[src/rtl/ram_reader_pkg.sv]
// Shared constants and the response entry layout for the ram_reader read engine.
// The stamp field exists only when RAM_READER_STAMP_EN is defined.
package ram_reader_pkg;

    localparam int RD_LAT_MAX = 4;
    localparam int DEPTH_MAX  = 16;
    localparam int STAMP_W    = 32;

    // Entry layout at the default 8-bit address/data geometry.
    localparam int ENTRY_AW = 8;
    localparam int ENTRY_DW = 8;

    typedef struct packed {
        logic [ENTRY_AW-1:0] addr;
        logic [ENTRY_DW-1:0] data;
`ifdef RAM_READER_STAMP_EN
        logic [STAMP_W-1:0]  stamp;
`endif
    } rsp_entry_t;

endpackage

[src/rtl/ram_reader_fifo.sv]
// First-word-fall-through response FIFO with a registered occupancy count.
// Pointers carry one extra wrap bit to tell full from empty.
module ram_reader_fifo
    import ram_reader_pkg::*;
#(
    parameter int DEPTH = 4,
    parameter int W     = 16
) (
    input  logic         clk_i,
    input  logic         rst_i,
    input  logic         push_i,
    input  logic [W-1:0] wdata_i,
    input  logic         pop_i,
    output logic [W-1:0] rdata_o,
    output logic [4:0]   count_o,
    output logic         empty_o,
    output logic         full_o
);
    localparam int PW = $clog2(DEPTH) + 1;

    logic [W-1:0]  mem_q [DEPTH];
    logic [PW-1:0] wr_ptr_q;
    logic [PW-1:0] rd_ptr_q;
    logic [4:0]    count_q;
    logic [4:0]    count_d;
    logic          do_push_s;
    logic          do_pop_s;

    assign empty_o   = (wr_ptr_q == rd_ptr_q);
    assign full_o    = (wr_ptr_q[PW-1] != rd_ptr_q[PW-1]) &&
                       (wr_ptr_q[PW-2:0] == rd_ptr_q[PW-2:0]);
    assign do_push_s = push_i & ~full_o;
    assign do_pop_s  = pop_i & ~empty_o;
    assign rdata_o   = mem_q[rd_ptr_q[PW-2:0]];
    assign count_o   = count_q;

    always_comb begin
        case ({do_push_s, do_pop_s})
            2'b10:   count_d = count_q + 5'd1;
            2'b01:   count_d = count_q - 5'd1;
            default: count_d = count_q;
        endcase
    end

    always_ff @(posedge clk_i) begin
        if (rst_i) begin
            wr_ptr_q <= '0;
            rd_ptr_q <= '0;
            count_q  <= 5'd0;
            for (int i = 0; i < DEPTH; i++) begin
                mem_q[i] <= '0;
            end
        end else begin
            if (do_push_s) begin
                mem_q[wr_ptr_q[PW-2:0]] <= wdata_i;
                wr_ptr_q                <= wr_ptr_q + PW'(1);
            end
            if (do_pop_s) begin
                rd_ptr_q <= rd_ptr_q + PW'(1);
            end
            count_q <= count_d;
        end
    end

endmodule

[src/rtl/ram_reader.sv]
// Read-side engine: issues RAM reads under credit control and returns {addr, data}
// in request order. Define RAM_READER_STAMP_EN to add the rsp_stamp port.
module ram_reader
    import ram_reader_pkg::*;
#(
    parameter int AW     = 8,
    parameter int DW     = 8,
    parameter int RD_LAT = 1,
    parameter int DEPTH  = 4
) (
    input  logic          clk,
    input  logic          rst,
    input  logic          req_valid,
    output logic          req_ready,
    input  logic [AW-1:0] req_addr,
    output logic          ram_re,
    output logic [AW-1:0] ram_addr,
    input  logic [DW-1:0] ram_rdata,
    output logic          rsp_valid,
    input  logic          rsp_ready,
    output logic [AW-1:0] rsp_addr,
    output logic [DW-1:0] rsp_data
`ifdef RAM_READER_STAMP_EN
    ,
    output logic [STAMP_W-1:0] rsp_stamp
`endif
);
    if (RD_LAT < 1 || RD_LAT > RD_LAT_MAX) begin : g_bad_rd_lat
        $error("ram_reader: RD_LAT must be 1..%0d", RD_LAT_MAX);
    end
    if (DEPTH < 2 || DEPTH > DEPTH_MAX || (DEPTH & (DEPTH - 1)) != 0) begin : g_bad_depth
        $error("ram_reader: DEPTH must be a power of 2 in 2..%0d", DEPTH_MAX);
    end

    typedef struct packed {
        logic [AW-1:0]      addr;
        logic [DW-1:0]      data;
`ifdef RAM_READER_STAMP_EN
        logic [STAMP_W-1:0] stamp;
`endif
    } entry_t;

    logic              acc_s;
    logic              push_s;
    logic              pop_s;
    logic              empty_s;
    logic              full_s;
    logic [4:0]        fifo_count_s;
    logic [2:0]        inflight_q;
    logic [2:0]        inflight_d;
    logic [RD_LAT-1:0] pipe_vld_q;
    logic [AW-1:0]     pipe_addr_q [RD_LAT];
    entry_t            push_entry_s;
    entry_t            head_s;
`ifdef RAM_READER_STAMP_EN
    logic [STAMP_W-1:0] cycle_q;
    logic [STAMP_W-1:0] pipe_stamp_q [RD_LAT];
`endif

    // Credit covers reads still in the RAM pipe plus entries already queued.
    assign req_ready  = ~rst & (({3'b000, inflight_q} + {1'b0, fifo_count_s}) < 6'(DEPTH));
    assign acc_s      = req_valid & req_ready;
    assign ram_re     = acc_s;
    assign ram_addr   = req_addr;
    assign push_s     = pipe_vld_q[RD_LAT-1];
    assign pop_s      = rsp_valid & rsp_ready;
    assign inflight_d = inflight_q + {2'b00, acc_s} - {2'b00, push_s};

    always_comb begin
        push_entry_s.addr  = pipe_addr_q[RD_LAT-1];
        push_entry_s.data  = ram_rdata;
`ifdef RAM_READER_STAMP_EN
        push_entry_s.stamp = pipe_stamp_q[RD_LAT-1];
`endif
    end

    always_ff @(posedge clk) begin
        if (rst) begin
            inflight_q <= 3'd0;
            pipe_vld_q <= '0;
            for (int i = 0; i < RD_LAT; i++) begin
                pipe_addr_q[i] <= '0;
`ifdef RAM_READER_STAMP_EN
                pipe_stamp_q[i] <= '0;
`endif
            end
        end else begin
            inflight_q <= inflight_d;
            for (int i = RD_LAT - 1; i > 0; i--) begin
                pipe_vld_q[i]  <= pipe_vld_q[i-1];
                pipe_addr_q[i] <= pipe_addr_q[i-1];
`ifdef RAM_READER_STAMP_EN
                pipe_stamp_q[i] <= pipe_stamp_q[i-1];
`endif
            end
            pipe_vld_q[0]  <= acc_s;
            pipe_addr_q[0] <= req_addr;
`ifdef RAM_READER_STAMP_EN
            pipe_stamp_q[0] <= cycle_q;
`endif
        end
    end

`ifdef RAM_READER_STAMP_EN
    // Free-running cycle counter sampled into each accepted request.
    always_ff @(posedge clk) begin
        if (rst) begin
            cycle_q <= '0;
        end else begin
            cycle_q <= cycle_q + 32'd1;
        end
    end
`endif

    ram_reader_fifo #(
        .DEPTH (DEPTH),
        .W     ($bits(entry_t))
    ) u_fifo (
        .clk_i   (clk),
        .rst_i   (rst),
        .push_i  (push_s),
        .wdata_i (push_entry_s),
        .pop_i   (pop_s),
        .rdata_o (head_s),
        .count_o (fifo_count_s),
        .empty_o (empty_s),
        .full_o  (full_s)
    );

    // Response outputs are forced low while reset is asserted.
    always_comb begin
        if (rst) begin
            rsp_valid = 1'b0;
            rsp_addr  = '0;
            rsp_data  = '0;
`ifdef RAM_READER_STAMP_EN
            rsp_stamp = '0;
`endif
        end else begin
            rsp_valid = ~empty_s;
            rsp_addr  = head_s.addr;
            rsp_data  = head_s.data;
`ifdef RAM_READER_STAMP_EN
            rsp_stamp = head_s.stamp;
`endif
        end
    end

    a_no_push_on_full: assert property (@(posedge clk) disable iff (rst) !(push_s && full_s));

endmodule

[config.mk]
export PLATFORM = sky130hd
export DESIGN_NAME = ram_reader
export DESIGN_NICKNAME = d
export VERILOG_FILES = /design/src/rtl/ram_reader_pkg.sv /design/src/rtl/ram_reader_fifo.sv /design/src/rtl/ram_reader.sv
export SDC_FILE = /design/constraint.sdc
export NUM_CORES = 1
export LEC_CHECK = 0
export CORE_MARGIN = 2
export CORE_UTILIZATION = 55
export CTS_BUF_LIST = sky130_fd_sc_hd__clkbuf_4
export DETAILED_ROUTE_END_ITERATION = 8
export PLACE_DENSITY = 0.78
export SYNTH_ARGS = -nofsm -noshare
export SYNTH_HDL_FRONTEND = slang
export SYNTH_SLANG_ARGS = --single-unit
[constraint.sdc]
create_clock -name clk -period 3.1 [get_ports clk]
set_input_delay 0.465 -clock clk [delete_from_list [all_inputs] [get_ports clk]]
set_output_delay 0.465 -clock clk [all_outputs]
set_load 0.02 [all_outputs]
; Yosys cells after proc, flatten, opt, wreduce, memory -nomap -nowiden
; Memory sizes are Yosys's and may differ from the RTL's. A register that Yosys moved wholly into a read port is not among the register bits.
; Cells that the tools add are included.
[totals]
register_bits = 15
mem_bits_rw = 72
in_bits = 20
output_inout_bits = 27
memories = 2
[memory_table]
columns = memory, words, word_bits, rd, rd_clocked_by_memory_dff, wr, line
row1 = u_fifo.mem_q, 4, 16, 1, 1, 4, ram_reader_fifo.sv:21  ; logic [W-1:0] mem_q [DEPTH];
row2 = pipe_addr_q, 1, 8, 1, 0, 1, ram_reader.sv:52  ; logic [AW-1:0] pipe_addr_q [RD_LAT];
[op_classes]
n_addsub = 7
order_cmp = 1
eq_ne = 5
n_mux = 17
bitwise = 8
reduce_logical = 4
[ops]
columns = operator, n
row1 = $mux W8, 3
row2 = $mux W16, 1
row3 = $reduce_or A16 Y1, 1
row4 = $pmux W5 S2, 1
row5 = $mux W1, 9
row6 = $reduce_or A8 Y1, 1
row7 = $add A3 B1 Y3 const B, 2
row8 = $add A3 B5 Y6, 1
row9 = $lt A6 B3 Y1 const B, 1
row10 = $mux W2, 3
row11 = $add A5 B1 Y5 const B, 1
row12 = $and A1 B1 Y1, 5
row13 = $sub A5 B1 Y5 const B, 1
row14 = $add A3 B1 Y3, 1
row15 = $eq A3 B3 Y1, 1
row16 = $not A1 Y1, 3
row17 = $sub A3 B1 Y3, 1
row18 = $eq A2 B1 Y1 const B, 1
row19 = $eq A2 B2 Y1, 1
row20 = $eq A2 B2 Y1 const B, 1
row21 = $reduce_bool A2 Y1, 1
row22 = $logic_and A1 B1 Y1, 1
row23 = $ne A1 B1 Y1, 1

; Logic depth before layout (Yosys ltp)
[depth]
depth_word = 9
ltp_mapped = 11
depth_no_buf = 10

; Modules after synthesis
; Synthesis repeated with hierarchy kept, for this count alone.
[unflattened]
hier_cells = 323
hier_area_um2 = 4095.2
[modules_own_cells]
columns = mod, n_inst, cells_per_inst, area_each_um2, seq_area_each_um2
row1 = ram_reader_fifo, 1, 256, 3453.3, 2182.1
row2 = ram_reader, 1, 67, 641.9, 240.2

; Worst setup path before layout
; OpenSTA, ideal clock, no wires.
[synth_timing]
path_type = register to register
from = register u_fifo.rd_ptr_q[0]
to = register u_fifo.count_q[4], in the netlist u_fifo.count_o[4]
setup_ps = 121
arrival_time_ps = 2626
setup_slack_ps = 353
stages_incl_launch_ff = 12
path_buffers = 1
period_less_slack_ps = 2747
path_cell_list = dfxtp_1 buf_2 xor2_2 o31ai_2 nor2_1 ha_1 inv_1 fa_1 nand2b_1 a21oi_1 mux2i_1 mux2_2
[synth_via]
elab_chain_len = 7
elab_cells_between_ends = 13
cone_classes = eq/ne (4) / mux (2) / bitwise (5) / reduce/logical (2)
[synth_rtl]
columns = item, line
row1 = "start, declared", ram_reader_fifo.sv:23  ; logic [PW-1:0] rd_ptr_q;
row2 = "start signal, assigned", ram_reader_fifo.sv:59  ; rd_ptr_q <= rd_ptr_q + PW'(1);
row3 = $eq A3 B3 Y1 (*), ram_reader_fifo.sv:29  ; assign empty_o = (wr_ptr_q == rd_ptr_q);
row4 = $not A1 Y1 (*), "ram_reader_fifo.sv:33, ram_reader.sv:140"
row5 = $mux W1, ram_reader.sv:132  ; if (rst) begin
row6 = $and A1 B1 Y1, ram_reader.sv:66  ; assign pop_s = rsp_valid & rsp_ready;
row7 = $and A1 B1 Y1 (*), ram_reader_fifo.sv:33  ; assign do_pop_s = pop_i & ~empty_o;
row8 = net u_fifo.do_pop_s, ram_reader_fifo.sv:27  ; logic do_pop_s;
row9 = $eq A2 B1 Y1 or $eq A2 B2 Y1 (tied branches), ram_reader_fifo.sv:38  ; case ({do_push_s, do_pop_s})
row10 = $pmux W5 S2 or $reduce_bool A2 Y1 (tied branches), --
row11 = "end signal, assigned", ram_reader_fifo.sv:61  ; count_q <= count_d;
row12 = "end, declared", ram_reader_fifo.sv:24  ; logic [4:0] count_q;
; Mark *: on every way through the listed nets, which the timed path passes. The rest lies on a longest branch.
; A chain may end at the register's enable or synchronous reset.

==> results.toml <==
[final_layout]
antennaDiodeCount = 0
fin_nets = 406
post-route-cell-area_sq_um = 4800
synthToLayoutAreaGrowth_pct = 16.7
fillers = 530
multi_input_area_sq_um = 1520
drive_above_1_share_pct = 15.3
register_area_sq_um = 2420

[synthesis]
netlist_area_sq_um = 4110
avgSynthCellArea_sq_um = 12.5
seq_area_frac_synth_pct = 58.9
ys_top_cells_by_area = "edfxtp_1 47%, dfxtp_1 12%, mux4_2 8.8%"
synth_top_area_cell = "edfxtp_1"
syn_nets = 361
synth.distinct_cells = 38
synth-seq-cells = 89
yosysWarnings = 0
synth_top_area_share_pct = 46.7
syn_inst = 329

[flow_run]
max_cap_viol_count = 0

[power]
swShare_pct = 31.5
power_frac_clock_pct = 20.7
p_per_area_nw_per_um2 = 598
p_int_mw = 1.97
p_total_mw = 2.87
comb_power_share_pct = 28.4
netSwitchingPower_mw = 0.906
ir_worst_vdd_v = 0.000353
seqPwrFrac_pct = 50.9
leakagePower_nw = 1.76

[routing]
wirelength_mm = 7.68
vias_per_cell = 5.27
wl_per_cell_microns = 16.1
drt_iter0_markers = 164
num_vias = 2520
drc = 0
ant_nets = 0
first_pass_iters = 4

[outcome]
status = "complete, no violations"

[setup_path]
reg2reg_depth = 9
reg2reg_slack_ns = 0.22
critPathArrivalTime_ns = 2.44
crit_path_start_kind = "flip-flop"
required_ns = 2.63
cp-end-kind = "primary output"
worstReg2RegEnd = "u_fifo.count_o[4]$_SDFFE_PP0P_"
path_class = "flip-flop to primary output"
r2r-start = "u_fifo.wr_ptr_q[2]$_SDFFE_PP0P_"
path_max_fanout = 12

[global_route]
grt_pass1_wl_mm = 12.6
grt_max_degree = 33
globalRouteOverflowTotal = 0
grt_pass1_vias = 2641
antenna_found_initial = 0
grtUsageTotal_pct = 20.1

[placement]
gp_congestion = 0.786
place_area_sq_um = 4660
dp_hpwl_mm = 5.11
portBuffers = 46
pre_cts_slack_ns = 0.153

[cts]
cts_hold_buffers = 0
cts_buffers = 9
tritoncts = "done"
clockBufferDepth = 2
worstSkewPairLatency_ns = 0.43
cts_setup_buffers = 0
cts_sinks = 89
root_buffer = "clkbuf_4"
post_cts_resized = 0
cts_htree_levels = 3
clkTransAtPathRegs_ns = 0.16

[timing]
rsz0062_at_grt = "no"
timing.fmax_ghz = 0.344
worstMarginPinSlew_ns = 0.872
max_slew_margin_pct = 41.8
fin_skew_ns = 0.0158
finalSetupViolations = 0
setup_tns_ns = 0
finalCritPeriodShare_pct = 93.6
finalWorstSetupSlack_ns = 0.197
hold_viol = 0
hold_ws_ns = 0.493
slew_viol_final = 0
min_period_ns = 2.90

[floorplanning]
die-area_sq_um = 8190
initial_utilization_pct = 56.7
die_h_microns = 90.5
die_w_microns = 90.5
core_area_sq_um = 7250
pin_count = 47
core.rowCount = 31

[hold_path]
hold_start = "rst"
holdPathEnd = "pipe_addr_q[0][2]$_SDFF_PP0_"
timing.hold.worst.class = "primary input to flip-flop"
whs_path_depth = 3
[power by group through the flow]
stage | clock (mW) | combinational [mW] | sequential, mW
after floorplan | 0 | 0.587 | 1.45
after global placement | 0 | 0.802 | 1.48
after detailed placement | 0 | 0.819 | 1.49
after CTS | 0.603 | 0.822 | 1.46
after global routing | 0.648 | 0.888 | 1.48
final | 0.595 | 0.816 | 1.46
[synth_stat cells]
library cell,instances
nand2b_1,1
mux2i_1,3
nand2_1,19
or4_1,1
mux4_2,16
nor4_1,1
nor2b_1,27
o21bai_1,4
edfxtp_1,64
nand3_1,1
nor2_1,87
a311o_1,1
o31ai_2,1
xor2_2,2
fa_1,2
a31oi_1,1
nor2_2,1
dfxtp_1,25
o31ai_4,2
inv_2,1
nor3_4,1
xnor2_1,3
a21oi_1,4
buf_1,2
o211ai_1,1
and2_1,2
inv_1,9
ha_1,10
o311ai_1,2
clkbuf_1,6
o311ai_4,1
a21o_1,1
xnor2_2,1
nor3_1,1
buf_2,7
xor2_1,6
mux2_2,1
buf_4,11
[worst max-delay path, cell delays in order, from the launching register on]
cell and delay (ns):
dfxtp_1 0.58, buf_12 0.22, mux4_2 0.52, nor2b_1 0.15, clkdlybuf4s50_1 0.55
[through the flow]
step	utilization (%)	instances
floorplan	-	329
global placement	64.3	462
detailed placement	64.3	462
CTS	66.1	478
global route	66.2	478
finish	66.2	478
[kinds of logic (layout without fill, tap and decap cells)]
group                    count (synthesis)  in the layout  synth area share, %
AO/OA/AOI/OAI                           18             18                 4.38
XOR/XNOR                                12             12                 3.10
adder cells (fa/ha/maj)                 12             12                 4.01
buffers and inverters                   36             86                 4.50
flip-flops                              89             89                 58.9
multiplexers                            20             20                 9.76
AND/OR/NAND/NOR                        142            142                 15.4
[per-layer routing]
| layer | share of wire (%) | GRT usage [%] |
|---|---|---|
| met5 | 0 | 0 |
| met4 | 1.7 | 9.49 |
| met3 | 3.5 | 2.59 |
| met2 | 53 | 35.8 |
| met1 | 42 | 24.2 |
[worst max-delay path by stage]
stage | start | to | slack, ns | cells after the start
floorplan | u_fifo.rd_ptr_q[0]$_SDFFE_PP0P_ | u_fifo.count_o[4]$_SDFFE_PP0P_ | 0.35 | 11
global placement | rsp_ready | u_fifo.count_o[4]$_SDFFE_PP0P_ | 0.24 | 10
detailed placement | rsp_ready | u_fifo.count_o[4]$_SDFFE_PP0P_ | 0.15 | 10
CTS | flip-flop | rsp_addr[4] | 0.16 | 4
global route | u_fifo.wr_ptr_q[2]$_SDFFE_PP0P_ | u_fifo.count_o[4]$_SDFFE_PP0P_ | 0.05 | 9
finish | flip-flop | rsp_addr[4] | 0.20 | 4
[layout make-up]
| class | count | area share [%] |
|---|---|---|
| repair buffers | 60 | 11.9 |
| inverters | 10 | 0.782 |
| clock inverters | 7 | 1.25 |
| well taps | 99 | 2.58 |
| multi-input cells | 204 | 31.6 |
| flip-flops and latches | 89 | 50.4 |
| clock buffers | 9 | 1.41 |
[sequential cells by signal, indices dropped and copies added, names as in the netlist, named ones only]
name / cells
inflight_q: 3
pipe_addr_q: 8
pipe_vld_q: 1
u_fifo.count_o: 5
u_fifo.mem_q: 64
u_fifo.rd_ptr_q: 3
u_fifo.wr_ptr_q: 3
[layout by cell type (no fill, tap or decap), drive strengths merged, types with 2 or more instances in the layout]
master and n:
edfxtp 64, mux4 16, xnor2 4, dfxtp 25, buf 15, nand2 19, ha 10, clkdlybuf4s50 45
o311ai 3, mux2i 3, fa 2, a21oi 4, nor2 88, and2 2, clkbuf 9, clkinvlp 3
o21bai 4, nor3 2, o31ai 3, inv 14, xor2 8, nor2b 27
(Power assumes the default switching activity.)
